--- src/rtl/pal_scan_ctrl_pkg.sv ---
// Shared types and helpers for the serial 3-bit palindrome window scanner.
package pal_ctrl_pkg;

    localparam int WORD_W_DEF = 8;
    localparam int CNT_W_DEF  = 4;

    typedef enum logic [1:0] {
        IDLE  = 2'd0,
        SHIFT = 2'd1,
        DONE  = 2'd2
    } state_t;

    // Reverses the low w bits of v; bits above w come back as zero.
    function automatic logic [63:0] bitrev(input logic [63:0] v, input int unsigned w);
        logic [63:0] r;
        for (int i = 0; i < 64; i++) begin
            r[i] = v[63-i];
        end
        return r >> (64 - w);
    endfunction

endpackage

--- src/rtl/pal_scan_ctrl_if.sv ---
// Word-in / serial-out / result-out handshake bundle for pal_scan_ctrl.
interface pal_scan_ctrl_if
    import pal_ctrl_pkg::*;
#(
    parameter int WORD_W = WORD_W_DEF,
    parameter int CNT_W  = CNT_W_DEF
);
    logic              word_valid_i;
    logic [WORD_W-1:0] word_i;
    logic              word_ready_o;
    logic              abort_i;
    logic              bit_valid_o;
    logic              bit_o;
    logic              hit_o;
    logic              res_valid_o;
    logic              res_ready_i;
    logic [CNT_W-1:0]  hit_count_o;
    logic              word_pal_o;

    modport master (
        output word_valid_i, word_i, abort_i, res_ready_i,
        input  word_ready_o, bit_valid_o, bit_o, hit_o, res_valid_o, hit_count_o, word_pal_o
    );

    modport slave (
        input  word_valid_i, word_i, abort_i, res_ready_i,
        output word_ready_o, bit_valid_o, bit_o, hit_o, res_valid_o, hit_count_o, word_pal_o
    );
endinterface

--- src/rtl/pal_scan_ctrl_window.sv ---
// 3-bit window detector: flags a bit that equals the bit seen two valid bits earlier.
module pal3_window (
    input  logic clk,
    input  logic reset,
    input  logic clear,
    input  logic bit_valid,
    input  logic serial_bit,
    output logic hit
);
    logic [1:0] hist;
    logic [1:0] fill;

    // NOTE: non-blocking for every register so each one samples pre-edge values.
    always_ff @(posedge clk) begin
        if (reset || clear) begin
            hist <= '0;
            fill <= '0;
        end else if (bit_valid) begin
            hist <= {hist[0], serial_bit};
            if (fill != 2'd2) fill <= fill + 2'd1;
        end
    end

    // A window only exists once two earlier bits are in the history.
    assign hit = bit_valid && (fill == 2'd2) && (serial_bit == hist[1]);
endmodule

--- src/rtl/pal_scan_ctrl.sv ---
// Accepts a word, serializes it MSB-first, counts palindromic 3-bit windows, returns the result.
module pal_scan_ctrl
    import pal_ctrl_pkg::*;
#(
    parameter int WORD_W = WORD_W_DEF,
    parameter int CNT_W  = CNT_W_DEF
) (
    input  logic           clk,
    input  logic           reset,
    pal_scan_ctrl_if.slave bus
);
    localparam int IDX_W = $clog2(WORD_W);
    localparam logic [IDX_W-1:0] LAST_IDX = IDX_W'(WORD_W - 1);

    state_t            state, state_next;
    logic              accept;
    logic [WORD_W-1:0] shreg;
    logic [IDX_W-1:0]  idx;
    logic [CNT_W-1:0]  hit_count;
    logic              word_pal;
    logic              in_shift;
    logic              hit;

    always_ff @(posedge clk) begin
        if (reset) state <= IDLE;
        else       state <= state_next;
    end

    // NOTE: defaults first so no path through the case leaves a latch.
    always_comb begin
        state_next = state;
        accept     = 1'b0;
        case (state)
            IDLE: begin
                if (bus.word_valid_i && !bus.abort_i) begin
                    accept     = 1'b1;
                    state_next = SHIFT;
                end
            end
            SHIFT: begin
                if (bus.abort_i)          state_next = IDLE;
                else if (idx == LAST_IDX) state_next = DONE;
            end
            DONE: begin
                if (bus.abort_i || bus.res_ready_i) state_next = IDLE;
            end
            default: state_next = IDLE;
        endcase
    end

    always_ff @(posedge clk) begin
        if (reset) begin
            shreg     <= '0;
            idx       <= '0;
            hit_count <= '0;
            word_pal  <= 1'b0;
        end else if (accept) begin
            shreg     <= bus.word_i;
            idx       <= '0;
            hit_count <= '0;
            word_pal  <= (64'(bus.word_i) == bitrev(64'(bus.word_i), WORD_W));
        end else if (state != IDLE && bus.abort_i) begin
            hit_count <= '0;
        end else if (in_shift) begin
            shreg <= shreg << 1;
            idx   <= idx + IDX_W'(1);
            if (hit && hit_count != '1) hit_count <= hit_count + CNT_W'(1);
        end
    end

    pal3_window u_window (
        .clk        (clk),
        .reset      (reset),
        .clear      (accept || bus.abort_i),
        .bit_valid  (in_shift),
        .serial_bit (bus.bit_o),
        .hit        (hit)
    );

    assign in_shift         = (state == SHIFT);
    assign bus.word_ready_o = (state == IDLE) && !reset;
    assign bus.bit_valid_o  = in_shift;
    assign bus.bit_o        = in_shift & shreg[WORD_W-1];
    assign bus.hit_o        = hit;
    assign bus.res_valid_o  = (state == DONE);
    assign bus.hit_count_o  = hit_count;
    assign bus.word_pal_o   = word_pal;
endmodule

--- src/flat_wrapper.sv ---
// flat-port wrapper written by rule: the top's interface ports become plain ports
module pal_scan_ctrl_flat import pal_ctrl_pkg::*;
#(
    parameter int WORD_W = WORD_W_DEF,
    parameter int CNT_W  = CNT_W_DEF
)
  (clk, reset, bus_word_valid_i, bus_word_i, bus_abort_i, bus_res_ready_i, bus_word_ready_o, bus_bit_valid_o, bus_bit_o, bus_hit_o, bus_res_valid_o, bus_hit_count_o, bus_word_pal_o);
  pal_scan_ctrl_if #(.WORD_W(WORD_W), .CNT_W(CNT_W)) bus_i ();
  input  logic clk;
  input  logic reset;
  input wire logic [$bits(bus_i.word_valid_i)-1:0] bus_word_valid_i;
  input wire logic [$bits(bus_i.word_i)-1:0] bus_word_i;
  input wire logic [$bits(bus_i.abort_i)-1:0] bus_abort_i;
  input wire logic [$bits(bus_i.res_ready_i)-1:0] bus_res_ready_i;
  output wire logic [$bits(bus_i.word_ready_o)-1:0] bus_word_ready_o;
  output wire logic [$bits(bus_i.bit_valid_o)-1:0] bus_bit_valid_o;
  output wire logic [$bits(bus_i.bit_o)-1:0] bus_bit_o;
  output wire logic [$bits(bus_i.hit_o)-1:0] bus_hit_o;
  output wire logic [$bits(bus_i.res_valid_o)-1:0] bus_res_valid_o;
  output wire logic [$bits(bus_i.hit_count_o)-1:0] bus_hit_count_o;
  output wire logic [$bits(bus_i.word_pal_o)-1:0] bus_word_pal_o;
  assign bus_i.word_valid_i = bus_word_valid_i;
  assign bus_i.word_i = bus_word_i;
  assign bus_i.abort_i = bus_abort_i;
  assign bus_i.res_ready_i = bus_res_ready_i;
  assign bus_word_ready_o = bus_i.word_ready_o;
  assign bus_bit_valid_o = bus_i.bit_valid_o;
  assign bus_bit_o = bus_i.bit_o;
  assign bus_hit_o = bus_i.hit_o;
  assign bus_res_valid_o = bus_i.res_valid_o;
  assign bus_hit_count_o = bus_i.hit_count_o;
  assign bus_word_pal_o = bus_i.word_pal_o;
  pal_scan_ctrl #(.WORD_W(WORD_W), .CNT_W(CNT_W)) u_core (.clk(clk), .reset(reset), .bus(bus_i));
endmodule
--- config.mk ---
export PLATFORM = sky130hd
export DESIGN_NAME = pal_scan_ctrl_flat
export DESIGN_NICKNAME = d
export VERILOG_FILES = /design/src/rtl/pal_scan_ctrl_pkg.sv /design/src/rtl/pal_scan_ctrl_if.sv /design/src/rtl/pal_scan_ctrl_window.sv /design/src/rtl/pal_scan_ctrl.sv /design/src/flat_wrapper.sv
export SDC_FILE = /design/constraint.sdc
export NUM_CORES = 1
export LEC_CHECK = 0
export CAP_MARGIN = 20
export CORE_MARGIN = 5
export CORE_UTILIZATION = 45
export CTS_CLUSTER_SIZE = 20
export DETAILED_ROUTE_END_ITERATION = 8
export PLACE_DENSITY = 0.72
export SYNTH_ARGS = -nofsm -noshare
export SYNTH_HDL_FRONTEND = slang
export SYNTH_SLANG_ARGS = --single-unit
--- constraint.sdc ---
create_clock -name clk -period 1.45 [get_ports clk]
set_clock_uncertainty 0.1 [all_clocks]
set_input_delay 0.29 -clock clk [delete_from_list [all_inputs] [get_ports clk]]
set_output_delay 0.29 -clock clk [all_outputs]
set_load 0.02 [all_outputs]
Word level (Yosys, flattened, before mapping). Cells that the tools add are included.

Register bits after elaboration: 22. Output and inout port bits: 10.

Equality and inequality tests: 12. Add/subtract/negate cells: 3. Bitwise gates (word level): 2. Multiplexer cells: 10. Reductions and logical operators: 21.

Operators with widths (count): two-way mux 8 bit (3); equality test 8 bit (1); two-way mux 2 bit (4); AND reduction 2 bit (4); logical AND 1 bit (6); inequality test 2 x 1 -> 1 bit, second input constant (3); one-hot mux 2 bit (3 select lines) (1); adder 4 x 1 -> 4 bit, second input constant (1); equality test 2 bit, second input constant (2); inequality test 4 bit, second input constant (1); nonzero test 2 bit (2); adder 3 x 1 -> 3 bit, second input constant (1); equality test 3 bit, second input constant (1); logical OR 1 bit (3); inequality test 3 bit, second input constant (1); AND reduction 3 bit (1); OR reduction 3 bit (1); adder 2 x 1 -> 2 bit, second input constant (1); equality test 2 x 1 -> 1 bit, second input constant (1); logical NOT 1 bit (2); logical NOT 2 bit (1); two-way mux 1 bit (2); inequality test 2 bit, second input constant (1); OR reduction 2 bit (1); other kinds (3) (3).

Longest topological paths before layout. Gate-level depths: netlist of the first run.

Depth after elaboration: 6. Gate-level depth with buffers: 6. Gate-level depth less buffers: 5.

Cells and area by module. Synthesis of the first run repeated with hierarchy kept, for this count alone.

Cells, all modules: 125. Area total of the unflattened synthesis: 1158.6 um^2.

By module, submodules not included: pal_scan_ctrl (area each 974.7 um^2, cells each 108, times used 1); pal3_window (area each 183.9 um^2, cells each 17, times used 1).

Worst setup path after synthesis of the first run. OpenSTA, ideal clock, no wires.

Path type: reg-to-reg. Start: register u_core.state[0]. End: register u_core.word_pal, in the netlist u_core.bus.word_pal_o. Cell stages (with the launch flop): 6. Period minus slack after synthesis: 1.585 ns. Slack: -0.135 ns. Arrival time: 1.401 ns. Setup time: 0.084 ns. Cells stage by stage: dfxtp_1 > buf_6 > or4b_4 > buf_6 > buf_8 > o31ai_2.

Word-level cells in the longest chain between the ends: 2.

RTL lines: from (decl) (line pal_scan_ctrl.sv:15) `state_t state, state_next;`; from (signal assigned) (line pal_scan_ctrl.sv:26) `else state <= state_next;`; logical NOT 2 bit (line pal_scan_ctrl.sv:33) `case (state)`; two-way mux 1 bit (line pal_scan_ctrl.sv:33); to (signal assigned) (line pal_scan_ctrl.sv:61) `word_pal <= (64'(bus.word_i) == bitrev(64'(bus.word_i), WORD_W));`; to (decl) (line pal_scan_ctrl.sv:20) `logic word_pal;`.

No other way between the ends. A chain may end at the register's enable or synchronous reset.

Final worst setup path of the first run. Same ends and word-level chain as after synthesis.

==> metrics, run 1 <==
run status finished with violations; violated checks negative setup slack; drt first-iter violations 46; RD Place Congestion roughly 0.78; Seq pwr share 0.526; post-route cell area between 0.0015 and 0.002 sq mm; syn nets roughly 130; DRT Pass-1 Iters 4; IO buf count 22; Req. time, crit path ~1.6 ns; first-pass GRT wire length 5.35 mm; CP Max Fanout 5; period utilization 1.15; total routed wirelength ~3.3 mm; RSZ-0062 raised after global routing true; WL/cell roughly 16 um; post-synthesis sequential area ratio 0.378; fin. max-slew vios 0; Boundary Pins 23; Worst Setup End Kind register; Chip Height about 61 um; Routed Antenna Nets 0; clock root cell clkbuf_4; dpl cell area approximately 0.0015 sq mm; DP HPWL between 1.5 and 2 mm; core area roughly 0.0025 sq mm; worst path cell trace buf_6, or4b_4, buf_12, o31ai_2; share of cells above drive strength 1 0.458; Power Dens Cells roughly 670 mW/mm^2; YS warnings 0; DRC 0; pin count of the biggest net entering global routing 16; crit path launch type register; initial antenna violation count 0; Final #Nets 186; FP Rows 18; f_max 599 MHz; total die area 0.00371 sq mm; Setup WS post-layout -0.219 ns; sw power between 0.3 and 0.4 mW; leading post-synthesis cells by cell area dfxtp_1 38%, mux2i_1 8.6%, a211oi_2 6.4%; Worst VDD drop ~0.00047 V; Hold WC Path Type register to register; synth-to-layout area growth 55.1%; DP Worst Slack -0.484 ns; minimum clock period after layout roughly 1.7 ns; CP bufs+invs 2; switching share of power 0.274; Top FF cell, synth dfxtp_1; Syn Area/Cell 9.96 sq um; vias post-DR 1077; clk slew on worst S/H paths 0.13 ns; top cell type's share of synthesized area 0.378; Vias/cell 5.44; n_diodes 0; vias in the first global route between 1000 and 1500; Post-Syn Area ~0.0012 sq mm; Max stage delay cell, worst path or4b_4; DP Cell Count between 150 and 200; Comb pwr share 0.222; number of max-cap violations 0; worst-case clock buffer depth 2; WS Path Type register to register; Power, Total roughly 1.2 mW; post-synth cell types 36; Int Pwr approximately 0.88 mW; leakage between 0.7 and 0.8 nW; Max transition margin 0.801; Slowest Stage Delay on Critical Path just over 0.6 ns; ys async rst share 0; Setup violations, final 22; final non-filler cell total 198; hold_ws about 0.40 ns; cell taking the most area after synthesis dfxtp_1; worst skew pair latency 0.32 ns; Hold Buf Count CTS 0; clock sinks 22; Clk pwr share 0.252; delay-heaviest family, CP simple AND/OR/NAND/NOR gates; global router's overall resource usage 0.202; Initial Util 0.470; #FFs+latches synth 22; Syn Inst Count between 100 and 150; worst endpoint data arrival time 1.81 ns; GRT overflow 0; total CTS buffers 3; worst-margin pin slew slightly below 0.3 ns; H-tree levels 1; CTS tree built; Post-synth EDFFs 0; Final Hold Viols 0; width of the die 60.9 um
per-stage QoR:
step | setup TNS [ns] | utilization
after global placement | -8.90 | 0.617
after floorplan | -1.21 | -
after global routing | -4.51 | 0.729
after detailed placement | -9.12 | 0.617
after CTS | -2.87 | 0.725
final | -3.31 | 0.729
synthesized netlist by cell type, types with 2 or more instances:
master	instances
a21oi_1	5
clkbuf_1	2
a211oi_1	3
nand3b_1	5
and3_1	2
a22oi_1	2
nor2_1	16
a31oi_1	2
dfxtp_1	22
xnor2_1	7
ha_1	4
inv_1	2
nor3_1	2
mux2i_1	10
buf_6	3
a211oi_2	6
nor4b_1	2
o31ai_1	2
nand2_1	2
nor2b_1	2
registers in the layout, indices dropped and copies added, names as in the netlist:
signal / count
u_core.u_window.hist: 2
u_core.idx: 3
u_core.state: 2
u_core.bus.word_pal_o: 1
u_core.bus.hit_count_o: 4
u_core.u_window.fill: 2
u_core.shreg: 8
cell families (layout without fill, tap and decap cells):
kind of cell | count (synthesis) | in the layout | synth area share
adder cells (fa/ha/maj) | 4 | 4 | 0.0430
AND/OR/NAND/NOR | 41 | 41 | 0.209
AO/OA/AOI/OAI | 23 | 23 | 0.164
flip-flops | 22 | 22 | 0.378
multiplexers | 10 | 10 | 0.0859
buffers and inverters | 9 | 60 | 0.0591
XOR/XNOR | 8 | 8 | 0.0602
path summary, 6_finish.rpt:
check | start | endpoint | slack (ns) | depth (start not counted)
worst min-delay path | u_core.shreg[5] | u_core.shreg[5] | 0.40 | 2
worst max-delay path | u_core.state[0] | u_core.bus.word_pal_o | -0.22 | 4
worst min register to register | u_core.shreg[5] | u_core.shreg[5] | 0.40 | 2
worst max register to register | u_core.state[0] | u_core.bus.word_pal_o | -0.22 | 4
per-layer routing:
metal / vias to the layer above / GRT usage / wire (um)
met2: 31 / 0.371 / 1660
met3: 7 / 0.0404 / 176
met1: 511 / 0.218 / 1340
met5: - / 0 / 0
li1: 528 / - / -
met4: 0 / 0.102 / 81
worst register-to-register path, delay by kind of cell (launching register included):
kind            cells  cell delay (ns)
simple gates        1             0.62
buf+inv             2             0.32
compound gates      1             0.21
flops               1             0.35
layout by cell type, fill, tap and decap left out, drive strengths merged, types with 3 or more instances in the layout:
cell	synthesis	final
clkbuf	2	7
clkdlybuf4s50	0	12
buf	5	37
a211oi	9	9
dfxtp	22	22
mux2i	10	10
nor2	16	16
a21oi	5	5
nand3b	5	5
ha	4	4
o31ai	3	3
xnor2	7	7
timing repair:
item | 4_1_cts | 5_1_grt
pin swaps | 17 | 6
buffers inserted | 8 | 2
gates resized for setup | 71 | 9
gates cloned | 3 | 0
setup endpoints to repair | 28 | 27
power by group through the flow:
stage                     clock network (mW)  registers [mW]  logic [mW]
after floorplan                            0           0.645       0.115
after global placement                     0           0.645       0.193
after detailed placement                   0           0.647       0.198
after CTS                              0.307           0.631       0.254
after global routing                   0.339           0.636       0.287
final                                  0.303           0.634       0.268
final cells by class:
cell class / instances / area (sq um)
tap: 30 / 37.5
timing repair buffer: 54 / 512
clock buffer: 4 / 26.3
multi-input combinational: 86 / 771
sequential: 22 / 453
fill: 188 / 671
inverter: 2 / 7.51
Power figures use the tool's default switching activity.
==> run 2, diff against run 1 <==
- CORE_UTILIZATION: 45 -> 54
- PLACE_DENSITY: 0.72 -> 0.81
- clock period: 1.45 -> 2.1 ns (I/O delays scaled with it)
==> run 2 against run 1 <==
Compared with the run above:
- the flow now finishes without violations
- critical path depth down 1
- count of clock-buffer cells in the layout down 1
- global-route usage decreased by 4.2 points
- combinational power shrank 52%
- first-iteration DRC count down 74%
- via count decreased by 12%
- sequential share of layout area increased by 5.5 points
- cell area is 20% lower
- cell count fell by 14%
- hold slack got worse by 0.0066 ns
- utilization decreased by 0.80 points
- largest cell class unchanged
- highest routed layer unchanged
==> metrics, run 2 (synthesis results as in run 1) <==
global router's overall resource usage 0.160 (was 0.202); Routed Antenna Nets 0 (unchanged); DP HPWL 1.83 mm (was 1.98 mm); width of the die 56.4 um (was 60.9 um); Max stage delay cell, worst path dfxtp_1 (was or4b_4); total routed wirelength 2.37 mm (was 3.26 mm); fin. max-slew vios 0 (unchanged); initial antenna violation count 0 (unchanged); FP Rows 16 (was 18); Final Util 0.721 (was 0.729); Worst Setup End Kind primary output (was register); worst endpoint data arrival time 1.40 ns (was 1.81 ns); RSZ-0062 raised after global routing false (was true); pin count of the biggest net entering global routing 20 (was 16); clock root cell clkbuf_4 (unchanged); drt first-iter violations 12 (was 46); period utilization 0.914; Max transition margin 0.738 (was 0.801); most common cell after layout, fill and taps aside dfxtp_1 (was buf_4); worst-margin pin slew 0.392 ns (was 0.295 ns); n_diodes 0 (unchanged); delay-heaviest family, CP buffers and inverters (was simple AND/OR/NAND/NOR gates); WL/cell 13.9 um (was 16.5 um); DRC 0 (unchanged); minimum clock period after layout between 1.5 and 2 ns; CP bufs+invs 2 (unchanged); Final #Nets 162 (was 186); WS Path Type register to primary output (was register to register); worst path cell trace nor2b_1, buf_4, dlygate4sd2_1 (was buf_6, or4b_4, buf_12, o31ai_2); Worst VDD drop 0.000426 V (was 0.000474 V); Req. time, crit path 1.58 ns (was 1.60 ns); leakage 0.536 nW (was 0.702 nW); number of max-cap violations 0 (unchanged); vias in the first global route 900 (was 1164); H-tree levels 1 (unchanged); crit path launch type register (unchanged); synth-to-layout area growth 24.0% (was 55.1%); highest-count cells in the layout ignoring fill and taps 21 x dfxtp_1, 17 x clkdlybuf4s50_1, 16 x nor2_1 (was 25 x buf_4, 16 x dfxtp_1, 12 x clkdlybuf4s50_1); worst skew pair latency 0.30 ns (was 0.32 ns); clock sinks 22 (unchanged); CTS tree built (unchanged); DRT Pass-1 Iters 4 (unchanged); Vias/cell 5.61 (was 5.44); share of cells above drive strength 1 0.154 (was 0.458); Setup violations, final 0 (was 22); core area 0.00200 sq mm (was 0.00248 sq mm); run status complete, no violations (was finished with violations); Boundary Pins 23 (unchanged); setup bufs post-CTS 0 (was 8); GRT overflow 0 (unchanged); Slowest Stage Delay on Critical Path 0.42 ns (was 0.62 ns); DP Cell Count 167 (was 182); Chip Height 56.4 um (was 60.9 um); Power Dens Cells 521 mW/mm^2 (was 667 mW/mm^2); Hold Buf Count CTS 0 (unchanged); max reg flops 8 (unchanged); clk slew on worst S/H paths 0.11 ns (was 0.13 ns); IO buf count 22 (unchanged); vias post-DR 953 (was 1077); Final Hold Viols 0 (unchanged); f_max about 520 MHz; RD Place Congestion 0.704 (was 0.777); Biggest register u_core.shreg (unchanged); CP Max Fanout 6 (was 5); total die area 0.00319 sq mm (was 0.00371 sq mm); first-pass GRT wire length 4.06 mm (was 5.35 mm); final non-filler cell total 170 (was 198); total CTS buffers 3 (unchanged); Initial Util 0.582 (was 0.470); worst-case clock buffer depth 2 (unchanged); Hold WC Path Type register to register (unchanged)
run 2: cell type report:
class                   instances  area, sq um
repair buffers                 30          283
clock buffers                   3         22.5
multi-input cells              86          656
fillers                       161          558
well taps                      27         33.8
flip-flops and latches         22          442
inverters                       2         7.51
run 2: worst min-delay path: cells and delay by family (launching register included):
kind / cells / cell delay, ns
flip-flops: 1 / 0.33
AND/OR/NAND/NOR: 1 / 0.08
AO/OA/AOI/OAI: 1 / 0.05
run 2: worst paths after layout:
path / from / end / slack [ns] / cells past startpoint
max: u_core.state[0] / bus_bit_valid_o / 0.18 / 3
min: u_core.shreg[5] / u_core.shreg[5] / 0.39 / 2
max reg2reg: u_core.state[0] / u_core.bus.hit_count_o[2] / 0.39 / 4
min reg2reg: u_core.shreg[5] / u_core.shreg[5] / 0.39 / 2
run 2: per-stage QoR:
stage                     instance area (sq um)  setup WS [ns]  TNS, ns  hold slack, ns  power, mW
after CTS                                  1450         0.0857        0           0.396      0.760
after global placement                     1430        -0.0723  -0.0723           0.373      0.574
after floorplan                            1160          0.456        0           0.359      0.525
after global routing                       1440          0.101        0           0.438      0.789
after detailed placement                   1430        -0.0859  -0.0859           0.377      0.577
final                                      1440          0.181        0           0.392      0.752
run 2: timing repair:
item,CTS,global route
gates resized for setup,6,2
endpoints found under the hold margin,0,0
endpoints found under the setup margin,5,1
run 2: power by group:
part           switching, mW  internal [mW]
Sequential           0.00779          0.430
Combinational         0.0603         0.0674
Clock                  0.119         0.0668
Total                  0.187          0.565
run 2: metal layers:
metal	vias up	routed length [um]	GRT usage	part of all wire
li1	477	-	-	-
met1	448	1090	0.211	0.46
met2	26	1120	0.252	0.47
met3	2	147	0.0275	0.062
met4	0	19	0.0712	0.0080
met5	-	0	0	0
